--- config.mk ---
export PLATFORM = sky130hd
export DESIGN_NAME = elm_output_sequencer_flat
export DESIGN_NICKNAME = d
export VERILOG_FILES = /design/src/rtl/elm_output_sequencer_if.sv /design/src/rtl/elm_output_sequencer.sv /design/src/flat_wrapper.sv
export SDC_FILE = /design/constraint.sdc
export NUM_CORES = 1
export LEC_CHECK = 0
export CORE_ASPECT_RATIO = 1.2
export CORE_MARGIN = 8
export CORE_UTILIZATION = 52
export DETAILED_ROUTE_END_ITERATION = 7
export HOLD_SLACK_MARGIN = 0.08
export PLACE_DENSITY = 0.86
export SYNTH_ARGS = -nofsm -noshare
export SYNTH_HDL_FRONTEND = slang
export SYNTH_SLANG_ARGS = --single-unit
export TNS_END_PERCENT = 100
--- constraint.sdc ---
create_clock -name clock -period 5.05 [get_ports clock]
set_input_delay 1.01 -clock clock [delete_from_list [all_inputs] [get_ports clock]]
set_output_delay 1.01 -clock clock [all_outputs]
set_load 0.05 [all_outputs]
--- src/rtl/elm_output_sequencer_if.sv ---
// Bus bundle between the ELM output sequencer and its surroundings: MAC datapath,
// hidden/weight memories, downstream argmax block and the result consumer.
// master = sequencer side, slave = environment side.
interface elm_output_sequencer_if #(
    parameter int unsigned ACC_WIDTH = 21,
    parameter int unsigned H_ADDR_W  = 6,
    parameter int unsigned W_ADDR_W  = 10
);
    logic                    start;
    logic                    busy;
    logic [H_ADDR_W-1:0]     hid_addr;
    logic [W_ADDR_W-1:0]     w_addr;
    logic                    mac_en;
    logic                    mac_clear;
    logic [ACC_WIDTH-1:0]    mac_result;
    logic [10*ACC_WIDTH-1:0] scores;
    logic                    argmax_load;
    logic                    argmax_update;
    logic [3:0]              argmax_index;
    logic [3:0]              result_index;
    logic                    result_valid;
    logic                    result_ready;

    modport master (
        input  start, mac_result, argmax_update, argmax_index, result_ready,
        output busy, hid_addr, w_addr, mac_en, mac_clear, scores, argmax_load,
               result_index, result_valid
    );

    modport slave (
        output start, mac_result, argmax_update, argmax_index, result_ready,
        input  busy, hid_addr, w_addr, mac_en, mac_clear, scores, argmax_load,
               result_index, result_valid
    );
endinterface

--- src/rtl/elm_output_sequencer.sv ---
// ELM output-layer sequencer. For one inference it streams 10 classes x NUM_HIDDEN
// hidden activations through a shared clear-and-accumulate MAC, banks the 10 class
// scores, hands them to the argmax block and returns the winning class over a
// valid/ready handshake.
// Optional build macro: ELM_SEQ_TIMEOUT_EN bounds the argmax wait to TIMEOUT cycles
// and reports 4'hF on expiry; without it the wait is unbounded and no counter exists.
module elm_output_sequencer #(
    parameter int unsigned NUM_HIDDEN  = 64,
    parameter int unsigned ACC_WIDTH   = 21,
    parameter int unsigned H_ADDR_W    = 6,
    parameter int unsigned W_ADDR_W    = 10,
    parameter int unsigned MAC_LATENCY = 2,
    parameter int unsigned TIMEOUT     = 32
) (
    input  logic                   clock,
    input  logic                   reset,
    elm_output_sequencer_if.master io_bus
);
    localparam int unsigned NUM_CLASSES = 10;
    localparam int unsigned D_W         = (MAC_LATENCY > 1) ? $clog2(MAC_LATENCY) : 1;

    if (NUM_HIDDEN < 1 || MAC_LATENCY < 1 || TIMEOUT < 1) begin : g_bad_count
        $error("elm_output_sequencer: NUM_HIDDEN, MAC_LATENCY and TIMEOUT must be >= 1");
    end
    if ((1 << H_ADDR_W) < NUM_HIDDEN || (1 << W_ADDR_W) < NUM_CLASSES * NUM_HIDDEN)
    begin : g_bad_addr_w
        $error("elm_output_sequencer: address widths too small for NUM_HIDDEN");
    end

    typedef enum logic [2:0] {
        StIdle,
        StMac,
        StDrain,
        StLoad,
        StWait,
        StResult
    } state_t;

    state_t                           r_state;
    state_t                           w_state_next;
    logic [H_ADDR_W-1:0]              r_j;
    logic [3:0]                       r_k;
    logic [W_ADDR_W-1:0]              r_w_addr;
    logic [D_W-1:0]                   r_d;
    logic [NUM_CLASSES*ACC_WIDTH-1:0] r_scores;
    logic [3:0]                       r_result_index;
    logic                             w_last_j;
    logic                             w_last_d;
    logic                             w_last_k;
    logic                             w_wait_timeout;

    assign w_last_j = (r_j == H_ADDR_W'(NUM_HIDDEN - 1));
    assign w_last_d = (r_d == D_W'(MAC_LATENCY - 1));
    assign w_last_k = (r_k == 4'(NUM_CLASSES - 1));

`ifdef ELM_SEQ_TIMEOUT_EN
    localparam int unsigned T_W = $clog2(TIMEOUT + 1);

    logic [T_W-1:0] r_wait_cnt;

    assign w_wait_timeout = (r_wait_cnt == T_W'(TIMEOUT - 1));

    // WAIT-cycle counter; held at zero outside WAIT so each inference starts fresh.
    always_ff @(posedge clock) begin
        if (reset || r_state != StWait) begin
            r_wait_cnt <= '0;
        end else begin
            r_wait_cnt <= r_wait_cnt + T_W'(1);
        end
    end
`else
    assign w_wait_timeout = 1'b0;
`endif

    // State register.
    always_ff @(posedge clock) begin
        if (reset) begin
            r_state <= StIdle;
        end else begin
            r_state <= w_state_next;
        end
    end

    // Next-state decode and state-decoded (Moore) control outputs.
    always_comb begin
        w_state_next        = r_state;
        io_bus.busy         = 1'b1;
        io_bus.mac_en       = 1'b0;
        io_bus.mac_clear    = 1'b0;
        io_bus.argmax_load  = 1'b0;
        io_bus.result_valid = 1'b0;
        unique case (r_state)
            StIdle: begin
                io_bus.busy = 1'b0;
                if (io_bus.start) begin
                    w_state_next = StMac;
                end
            end
            StMac: begin
                io_bus.mac_en    = 1'b1;
                io_bus.mac_clear = (r_j == '0);
                if (w_last_j) begin
                    w_state_next = StDrain;
                end
            end
            StDrain: begin
                if (w_last_d) begin
                    w_state_next = w_last_k ? StLoad : StMac;
                end
            end
            StLoad: begin
                io_bus.argmax_load = 1'b1;
                w_state_next       = StWait;
            end
            StWait: begin
                if (io_bus.argmax_update || w_wait_timeout) begin
                    w_state_next = StResult;
                end
            end
            StResult: begin
                io_bus.result_valid = 1'b1;
                if (io_bus.result_ready) begin
                    w_state_next = StIdle;
                end
            end
            default: begin
                w_state_next = StIdle;
            end
        endcase
    end

    // Address counters, score bank and result capture. The weight address runs as one
    // linear counter across classes, which equals k*NUM_HIDDEN + j on every MAC cycle.
    always_ff @(posedge clock) begin
        if (reset) begin
            r_j            <= '0;
            r_k            <= '0;
            r_w_addr       <= '0;
            r_d            <= '0;
            r_scores       <= '0;
            r_result_index <= '0;
        end else begin
            unique case (r_state)
                StMac: begin
                    r_w_addr <= r_w_addr + W_ADDR_W'(1);
                    if (w_last_j) begin
                        r_j <= '0;
                    end else begin
                        r_j <= r_j + H_ADDR_W'(1);
                    end
                end
                StDrain: begin
                    if (w_last_d) begin
                        r_scores[r_k * ACC_WIDTH +: ACC_WIDTH] <= io_bus.mac_result;
                        r_d <= '0;
                        r_k <= r_k + 4'd1;
                    end else begin
                        r_d <= r_d + D_W'(1);
                    end
                end
                StLoad: begin
                    // Rewind so IDLE presents zero addresses and the next run starts at k=0.
                    r_k      <= '0;
                    r_w_addr <= '0;
                end
                StWait: begin
                    if (io_bus.argmax_update) begin
                        r_result_index <= io_bus.argmax_index;
                    end else if (w_wait_timeout) begin
                        r_result_index <= 4'hF;
                    end
                end
                default: begin
                end
            endcase
        end
    end

    assign io_bus.hid_addr     = r_j;
    assign io_bus.w_addr       = r_w_addr;
    assign io_bus.scores       = r_scores;
    assign io_bus.result_index = r_result_index;

endmodule

--- src/flat_wrapper.sv ---
// flat-port wrapper written by rule: the top's interface ports become plain ports
module elm_output_sequencer_flat 
#(
    parameter int unsigned NUM_HIDDEN  = 64,
    parameter int unsigned ACC_WIDTH   = 21,
    parameter int unsigned H_ADDR_W    = 6,
    parameter int unsigned W_ADDR_W    = 10,
    parameter int unsigned MAC_LATENCY = 2,
    parameter int unsigned TIMEOUT     = 32
)
  (clock, reset, io_bus_start, io_bus_mac_result, io_bus_argmax_update, io_bus_argmax_index, io_bus_result_ready, io_bus_busy, io_bus_hid_addr, io_bus_w_addr, io_bus_mac_en, io_bus_mac_clear, io_bus_scores, io_bus_argmax_load, io_bus_result_index, io_bus_result_valid);
  elm_output_sequencer_if #(.ACC_WIDTH(ACC_WIDTH), .H_ADDR_W(H_ADDR_W), .W_ADDR_W(W_ADDR_W)) io_bus_i ();
  input  logic clock;
  input  logic reset;
  input wire logic [$bits(io_bus_i.start)-1:0] io_bus_start;
  input wire logic [$bits(io_bus_i.mac_result)-1:0] io_bus_mac_result;
  input wire logic [$bits(io_bus_i.argmax_update)-1:0] io_bus_argmax_update;
  input wire logic [$bits(io_bus_i.argmax_index)-1:0] io_bus_argmax_index;
  input wire logic [$bits(io_bus_i.result_ready)-1:0] io_bus_result_ready;
  output wire logic [$bits(io_bus_i.busy)-1:0] io_bus_busy;
  output wire logic [$bits(io_bus_i.hid_addr)-1:0] io_bus_hid_addr;
  output wire logic [$bits(io_bus_i.w_addr)-1:0] io_bus_w_addr;
  output wire logic [$bits(io_bus_i.mac_en)-1:0] io_bus_mac_en;
  output wire logic [$bits(io_bus_i.mac_clear)-1:0] io_bus_mac_clear;
  output wire logic [$bits(io_bus_i.scores)-1:0] io_bus_scores;
  output wire logic [$bits(io_bus_i.argmax_load)-1:0] io_bus_argmax_load;
  output wire logic [$bits(io_bus_i.result_index)-1:0] io_bus_result_index;
  output wire logic [$bits(io_bus_i.result_valid)-1:0] io_bus_result_valid;
  assign io_bus_i.start = io_bus_start;
  assign io_bus_i.mac_result = io_bus_mac_result;
  assign io_bus_i.argmax_update = io_bus_argmax_update;
  assign io_bus_i.argmax_index = io_bus_argmax_index;
  assign io_bus_i.result_ready = io_bus_result_ready;
  assign io_bus_busy = io_bus_i.busy;
  assign io_bus_hid_addr = io_bus_i.hid_addr;
  assign io_bus_w_addr = io_bus_i.w_addr;
  assign io_bus_mac_en = io_bus_i.mac_en;
  assign io_bus_mac_clear = io_bus_i.mac_clear;
  assign io_bus_scores = io_bus_i.scores;
  assign io_bus_argmax_load = io_bus_i.argmax_load;
  assign io_bus_result_index = io_bus_i.result_index;
  assign io_bus_result_valid = io_bus_i.result_valid;
  elm_output_sequencer #(.NUM_HIDDEN(NUM_HIDDEN), .ACC_WIDTH(ACC_WIDTH), .H_ADDR_W(H_ADDR_W), .W_ADDR_W(W_ADDR_W), .MAC_LATENCY(MAC_LATENCY), .TIMEOUT(TIMEOUT)) u_core (.clock(clock), .reset(reset), .io_bus(io_bus_i));
endmodule
==> run summary, run 1 <==
WORST SETUP PATH
------------------------------------------------------------------------------------
Worst R2R Path Depth                                                               7
Largest incremental delay on the critical path                                860 ps
Worst-path cell with the longest stage delay                            clkdlybuf4s50_1
Critical path peak fanout                                                         19
Sort of element at the end of the critical path                         primary output
Required time of the critical path                                           4040 ps
Critical path, cell by cell                                             nand2b_1, nor2_1, clkdlybuf4s50_1
Worst setup SP type                                                             flop
Arrival time of data at the critical path endpoint                           2650 ps
Kind of critical path                                                     reg -> out

FINISH
------------------------------------------------------------------------------------
Final layout net count                                                          1260
N_diodes                                                                           0
Post-Layout Cell Count                                                          1460
Design area                                                               13000 um^2
Layout-stage area growth over the synthesis result                             36.2%
Fraction of layout cells with a size suffix above 1                            5.10%

CLOCK TREE
------------------------------------------------------------------------------------
Level count of the clock H-tree                                                    1
Worst-case clock buffer depth                                                      3
Clk sinks                                                                        238
Clock insertion delay at the later pin of the skew report                     500 ps
Clock slew at reported path FFs                                                60 ps
Cells resized by post-CTS repair                                                   0
Clock root buffer                                                          clkbuf_16
TritonCTS clock tree                                                            done
# hold bufs at CTS                                                                 0
TritonCTS Buffers                                                                 23
Post-CTS Setup Repair Bufs                                                         0

SYNTHESIS
------------------------------------------------------------------------------------
Count of unique library cells instantiated by Yosys                               51
Post-synth EDFFs                                                                   0
Combined area of all synthesized cells                                     9520 um^2
FFs w/ async S/R, synth                                                           0%
Mapped Nets                                                                     1026
Count of state elements after synthesis                                          238
Most used flip-flop cell after synthesis                                     dfxtp_1
Part of the Yosys area used for sequential elements                            50.0%
Syn. warnings                                                                      0
Number of instances in the synthesized netlist                                   988
Average footprint of a synthesized cell                                    9.64 um^2

RUN STATUS
------------------------------------------------------------------------------------
Run status                                                              finished clean

DRT
------------------------------------------------------------------------------------
Antenna-violating nets left                                                        0
Number of remaining DRC errors                                                     0
Number of DRC violations after detailed-routing iteration 0                      406
Routed len/inst                                                              19.5 um
Final wirelength                                                             28.4 mm
Via-to-Cell Ratio                                                               5.37
Total via count after detailed routing                                          7842
Iteration count of the initial detailed-routing pass                               5

FLOORPLANNING
------------------------------------------------------------------------------------
Die Outline Area                                                          22900 um^2
Row count                                                                         54
Starting utilization of the core area                                          52.8%
Ports placed on the boundary                                                     265
Die extent in x                                                               140 um
Std-Cell Core Area                                                        18000 um^2
Die height                                                                    164 um

GLOBAL ROUTING
------------------------------------------------------------------------------------
Maximum number of pins on one net before global-route repair                     139
Global-route wire length before repair                                       43.9 mm
GR Overflow Total                                                                  0
Number of antenna violations at the first check in global routing                  0
Global-route usage over all layers                                             23.8%
Via count of the first global-routing pass                                      7864

STA
------------------------------------------------------------------------------------
Post-Route Skew                                                              7.00 ps
Final hold violations                                                              0
Final sum of negative setup slack                                               0 ps
Slew @ Worst Pin                                                             1080 ps
Slew HR                                                                        27.8%
Fraction of the cycle the final worst path needs                               72.4%
Number of pins exceeding their max-slew limit in the final report                  0
Final period demand of the worst path                                        3660 ps
Worst setup margin                                                           1390 ps
RSZ-0062 raised after global routing                                              no
Final Setup Violations                                                             0
Highest Clock Rate                                                           273 MHz

WORST HOLD PATH
------------------------------------------------------------------------------------
Worst hold path cell count                                                         2
Worst min path class                                                      reg -> reg

POWER AND IR DROP
------------------------------------------------------------------------------------
Power density relative to cell area                                      302 nW/um^2
VDD IR-drop max                                                             0.276 mV
Pleak                                                                        4.75 nW

PLACE
------------------------------------------------------------------------------------
Post-Place Cells                                                                1421
Post-place setup slack                                                       1710 ps
Placement-stage cell area                                                 12200 um^2
Buffers added on ports                                                           264
Detailed-placement wirelength estimate                                       19.9 mm
Weighted congestion at the end of routability-driven global placement          0.860

FLOW RUN
------------------------------------------------------------------------------------
Maxcap violations                                                                  0

==> registers in the layout, summed over array words and instances (netlist names) <==
register / cells
u_core.r_state: 3
u_core.io_bus.result_index: 4
u_core.r_d: 1
u_core.io_bus.scores: 210
u_core.io_bus.hid_addr: 6
u_core.io_bus.w_addr: 10
u_core.r_k: 4
==> routing by layer <==
| metal | vias up | wire, um | global-route usage, % |
|---|---|---|---|
| met1 | 3768 | 11700 | 28.0 |
| met2 | 265 | 13600 | 40.5 |
| met5 | - | 0 | 0 |
| li1 | 3759 | - | - |
| met3 | 50 | 2340 | 7.27 |
| met4 | 0 | 828 | 8.80 |
==> cells by family (layout without fill, tap and decap cells) <==
kind of cell	Yosys count	count (layout)	share of synthesized area (%)
xor gates and xnor gates	10	10	0.920
buffers and inverters	72	320	4.06
muxes	217	217	22.8
AOI/OAI and AO/OA	39	39	3.32
and+or+nand+nor	404	404	17.8
DFF	238	238	50.0
adders and majority gates	8	8	1.05
==> synth_stat cells, drive strengths merged, types with 3 or more instances <==
master  number  area share, %
nor3         5           0.26
or3          4           0.26
inv          5           0.20
nand2      301             12
xor2         5           0.46
a21oi       10           0.64
nand3        8           0.42
nand2b       3           0.20
a21boi       3           0.35
nand3b       6           0.47
o21ai       11           0.70
clkbuf      36            1.4
xnor2        5           0.46
nor3b        5           0.50
nand4        8           0.53
dfxtp      238             50
nor2        43            1.7
and3         4           0.26
mux2i      217             23
nor4         4           0.26
nor2b        4           0.26
o22ai        3           0.63
buf         29            2.4
ha           8            1.1
==> through the flow <==
| stage | hold WS (ps) | utilization, % | power, mW |
|---|---|---|---|
| 2_1_floorplan | 524 | - | 2.10 |
| 3_3_place_gp | 442 | 67.6 | 2.20 |
| 3_5_place_dp | 446 | 67.6 | 2.21 |
| 4_1_cts | 456 | 71.9 | 3.94 |
| 5_1_grt | 469 | 71.9 | 4.04 |
| 6_report | 456 | 71.9 | 3.91 |
==> worst paths after layout <==
kind	slack (ps)	startpoint	endpoint
min reg2reg	460	u_core.io_bus.scores[108]	u_core.io_bus.scores[108]
min	460	u_core.io_bus.scores[108]	u_core.io_bus.scores[108]
max	1390	u_core.r_state[0]	io_bus_argmax_load
max reg2reg	2120	u_core.r_k[0]	u_core.io_bus.scores[4]
==> critical path: cells and delay by family (launching register included) <==
family / cells / cell delay [ps]
buffers and inverters: 1 / 860
DFF: 1 / 570
and+or+nand+nor: 2 / 710
==> where the power goes <==
part / switching (mW) / leakage (nW) / total (mW) / internal (mW)
sequential: 0.0199 / 1.92 / 1.91 / 1.89
combinational: 0.176 / 2.45 / 0.258 / 0.0816
clock: 0.696 / 0.385 / 1.75 / 1.05
==> area by class of cell <==
cell class,count,area (um^2)
fillers,1312,5070
flip-flops and latches,238,4760
multi-input cells,678,4400
repair buffers,274,2710
clock buffers,34,697
well taps,224,280
clock inverters,5,78.8
inverters,7,31.3
==> cells in the final DEF, fill, tap and decap left out, drive strengths merged, types with 2 or more instances in the layout <==
cell,count
nand2,301
clkdlybuf4s50,263
dfxtp,238
mux2i,217
nor2,43
clkbuf,34
buf,11
o21ai,11
a21oi,10
nand4,8
nand3,8
ha,8
inv,7
nand3b,6
nor3,5
xnor2,5
xor2,5
nor3b,5
or3,4
and3,4
nor4,4
nor2b,4
nand2b,3
o22ai,3
clkinv,3
a21boi,3
and2,2
o21a,2
a31oi,2
a311oi,2
bufinv,2
nor4b,2
No activity file was read; power rests on OpenSTA's default activity.
==> run 2: changes to the inputs <==
--- a/config.mk
+++ b/config.mk
@@ -7,10 +7,10 @@
 export LEC_CHECK = 0
 export CORE_ASPECT_RATIO = 1.2
 export CORE_MARGIN = 8
-export CORE_UTILIZATION = 52
+export CORE_UTILIZATION = 43
 export DETAILED_ROUTE_END_ITERATION = 7
 export HOLD_SLACK_MARGIN = 0.08
-export PLACE_DENSITY = 0.86
+export PLACE_DENSITY = 0.76
 export SYNTH_ARGS = -nofsm -noshare
 export SYNTH_HDL_FRONTEND = slang
 export SYNTH_SLANG_ARGS = --single-unit
==> constraint.sdc (replaced) <==
create_clock -name clock -period 3.05 [get_ports clock]
set_input_delay 0.61 -clock clock [delete_from_list [all_inputs] [get_ports clock]]
set_output_delay 0.61 -clock clock [all_outputs]
set_load 0.05 [all_outputs]
==> run 2 against run 1 <==
  * Register-to-register slack worse by 1500 ps
  * Highest routed layer is now met5
  * Power up 79%
  * Setup slack worse by 1100 ps
  * Critical path type unchanged
  * First-iteration DRC count down 26%
==> run summary, run 2 (synthesized netlist as in run 1, its figures left out) <==
STA
------------------------------------------------------------------------------------
Final Setup Violations                                                             0
Slew HR                                                                        54.2%
Fraction of the cycle the final worst path needs                               91.4%
Final hold violations                                                              0
Final sum of negative setup slack                                               0 ps
Number of pins exceeding their max-slew limit in the final report                  0
Post-Route Skew                                                              5.92 ps
Final period demand of the worst path                                        2790 ps
Slew @ Worst Pin                                                              687 ps
Highest Clock Rate                                                           359 MHz
Post-route worst hold slack                                                   456 ps
RSZ-0062 raised after global routing                                              no

POWER AND IR DROP
------------------------------------------------------------------------------------
Part of the power in combinational logic                                        6.7%
Part of the total power dissipated in sequential elements                      45.0%
Power density relative to cell area                                      527 nW/um^2
Switching power                                                              1.60 mW
VDD IR-drop max                                                             0.484 mV
Pleak                                                                        4.91 nW
Proportion of total power due to net switching                                 22.9%
Internal power                                                               5.41 mW
Share of power burned in the clock network                                     48.3%

GLOBAL ROUTING
------------------------------------------------------------------------------------
Maximum number of pins on one net before global-route repair                      79
Number of antenna violations at the first check in global routing                  1
Via count of the first global-routing pass                                      7799
GR Overflow Total                                                                  0
Global-route usage over all layers                                             20.4%
Global-route wire length before repair                                       44.9 mm

FINISH
------------------------------------------------------------------------------------
N_diodes                                                                           0
Final layout net count                                                          1276
Fraction of layout cells with a size suffix above 1                            7.08%
Most frequent cells in the layout                                       300 x nand2_1, 260 x clkdlybuf4s50_1, 238 x dfxtp_1
Most common cell after layout, fill and taps aside                           nand2_1
Post-Layout Cell Count                                                          1531
Number of flip-flops in the largest register                                     210
Layout-stage area growth over the synthesis result                             39.9%

DRT
------------------------------------------------------------------------------------
Via-to-Cell Ratio                                                               5.05
Routed len/inst                                                              19.1 um
Total via count after detailed routing                                          7730
Iteration count of the initial detailed-routing pass                               5
Antenna-violating nets left                                                        0
Final wirelength                                                             29.2 mm
Number of DRC violations after detailed-routing iteration 0                      300
Number of remaining DRC errors                                                     0

PLACE
------------------------------------------------------------------------------------
Weighted congestion at the end of routability-driven global placement          0.823
Detailed-placement wirelength estimate                                       20.8 mm
Buffers added on ports                                                           264
Post-Place Cells                                                                1485

WORST SETUP PATH
------------------------------------------------------------------------------------
Required time of the critical path                                           2440 ps
Worst-path cell with the longest stage delay                            clkdlybuf4s50_1
Arrival time of data at the critical path endpoint                           2180 ps
Sort of element at the end of the critical path                         primary output
Worst R2R Path Depth                                                               7
Critical path peak fanout                                                         14
Worst setup SP type                                                             flop
Largest incremental delay on the critical path                                820 ps
Critical path, cell by cell                                             and3_1, clkdlybuf4s50_1
Kind of critical path                                                     reg -> out

CLOCK TREE
------------------------------------------------------------------------------------
# hold bufs at CTS                                                                 0
Clock slew at reported path FFs                                                60 ps
TritonCTS clock tree                                                            done
Clock root buffer                                                          clkbuf_16
Worst-case clock buffer depth                                                      3
Cells resized by post-CTS repair                                                   0
Level count of the clock H-tree                                                    1
Clock insertion delay at the later pin of the skew report                     520 ps
Clk sinks                                                                        238
TritonCTS Buffers                                                                 25
Post-CTS Setup Repair Bufs                                                         0

WORST HOLD PATH
------------------------------------------------------------------------------------
Worst min path class                                                      reg -> reg
Worst hold path cell count                                                         2

FLOORPLANNING
------------------------------------------------------------------------------------
Ports placed on the boundary                                                     265
Die height                                                                    179 um
Row count                                                                         59
Die Outline Area                                                          27200 um^2
Starting utilization of the core area                                          43.9%
Std-Cell Core Area                                                        21700 um^2
Die extent in x                                                               152 um

RUN STATUS
------------------------------------------------------------------------------------
Run status                                                              finished clean

FLOW RUN
------------------------------------------------------------------------------------
Maxcap violations                                                                  0

run 2: cell count changes in the layout (fill, tap and decap cells not counted), sizes merged:
cell | before | now
buf | 11 | 28
bufinv | 2 | 5
clkdlybuf4s50 | 263 | 260
clkinv | 3 | 6
clkinvlp | 0 | 1
run 2: worst paths after layout:
| path | start | endpoint | slack [ps] |
|---|---|---|---|
| hold / removal | u_core.io_bus.scores[84] | u_core.io_bus.scores[84] | 460 |
| setup / recovery | u_core.r_state[0] | io_bus_result_valid | 260 |
| hold reg to reg | u_core.io_bus.scores[84] | u_core.io_bus.scores[84] | 460 |
| setup reg to reg | u_core.r_k[0] | u_core.io_bus.scores[138] | 580 |
run 2: power by group through the flow:
stage | registers [mW] | clock network (mW) | logic [mW]
floorplan | 3.26 | 0 | 0.223
detailed placement | 3.23 | 0 | 0.470
finish | 3.16 | 3.39 | 0.469
global route | 3.16 | 3.57 | 0.500
global placement | 3.23 | 0 | 0.467
CTS | 3.16 | 3.46 | 0.473
run 2: critical path: cells and delay by family (launching register included):
| family | cells | cell delay [ps] |
|---|---|---|
| buffers and inverters | 1 | 820 |
| flip-flops | 1 | 590 |
| AND/OR/NAND/NOR | 1 | 250 |
run 2: area by class of cell:
type	instances	area, um^2
Inverter	7	31.3
Timing Repair Buffer	288	2850
Tap cell	274	343
Sequential cell	238	4760
Clock inverter	12	195
Clock buffer	34	739
Fill cell	1848	8380
Multi-Input combinational cell	678	4400
run 2: layer usage:
layer | GRT usage, % | vias up | part of all wire, %
met5 | 0 | - | 0.034
met4 | 7.60 | 2 | 3.0
met3 | 5.33 | 50 | 6.7
met2 | 34.3 | 233 | 47
met1 | 24.7 | 3653 | 44
li1 | - | 3792 | -
run 2: metrics by stage:
stage	instance area (um^2)	util, %	setup WS (ps)	total power, mW
finish	13300	61.4	261	7.02
global route	13300	61.4	168	7.23
CTS	13300	61.4	252	7.09
detailed placement	12400	57.1	640	3.70
global placement	12400	57.1	732	3.69
floorplan	9520	-	837	3.48
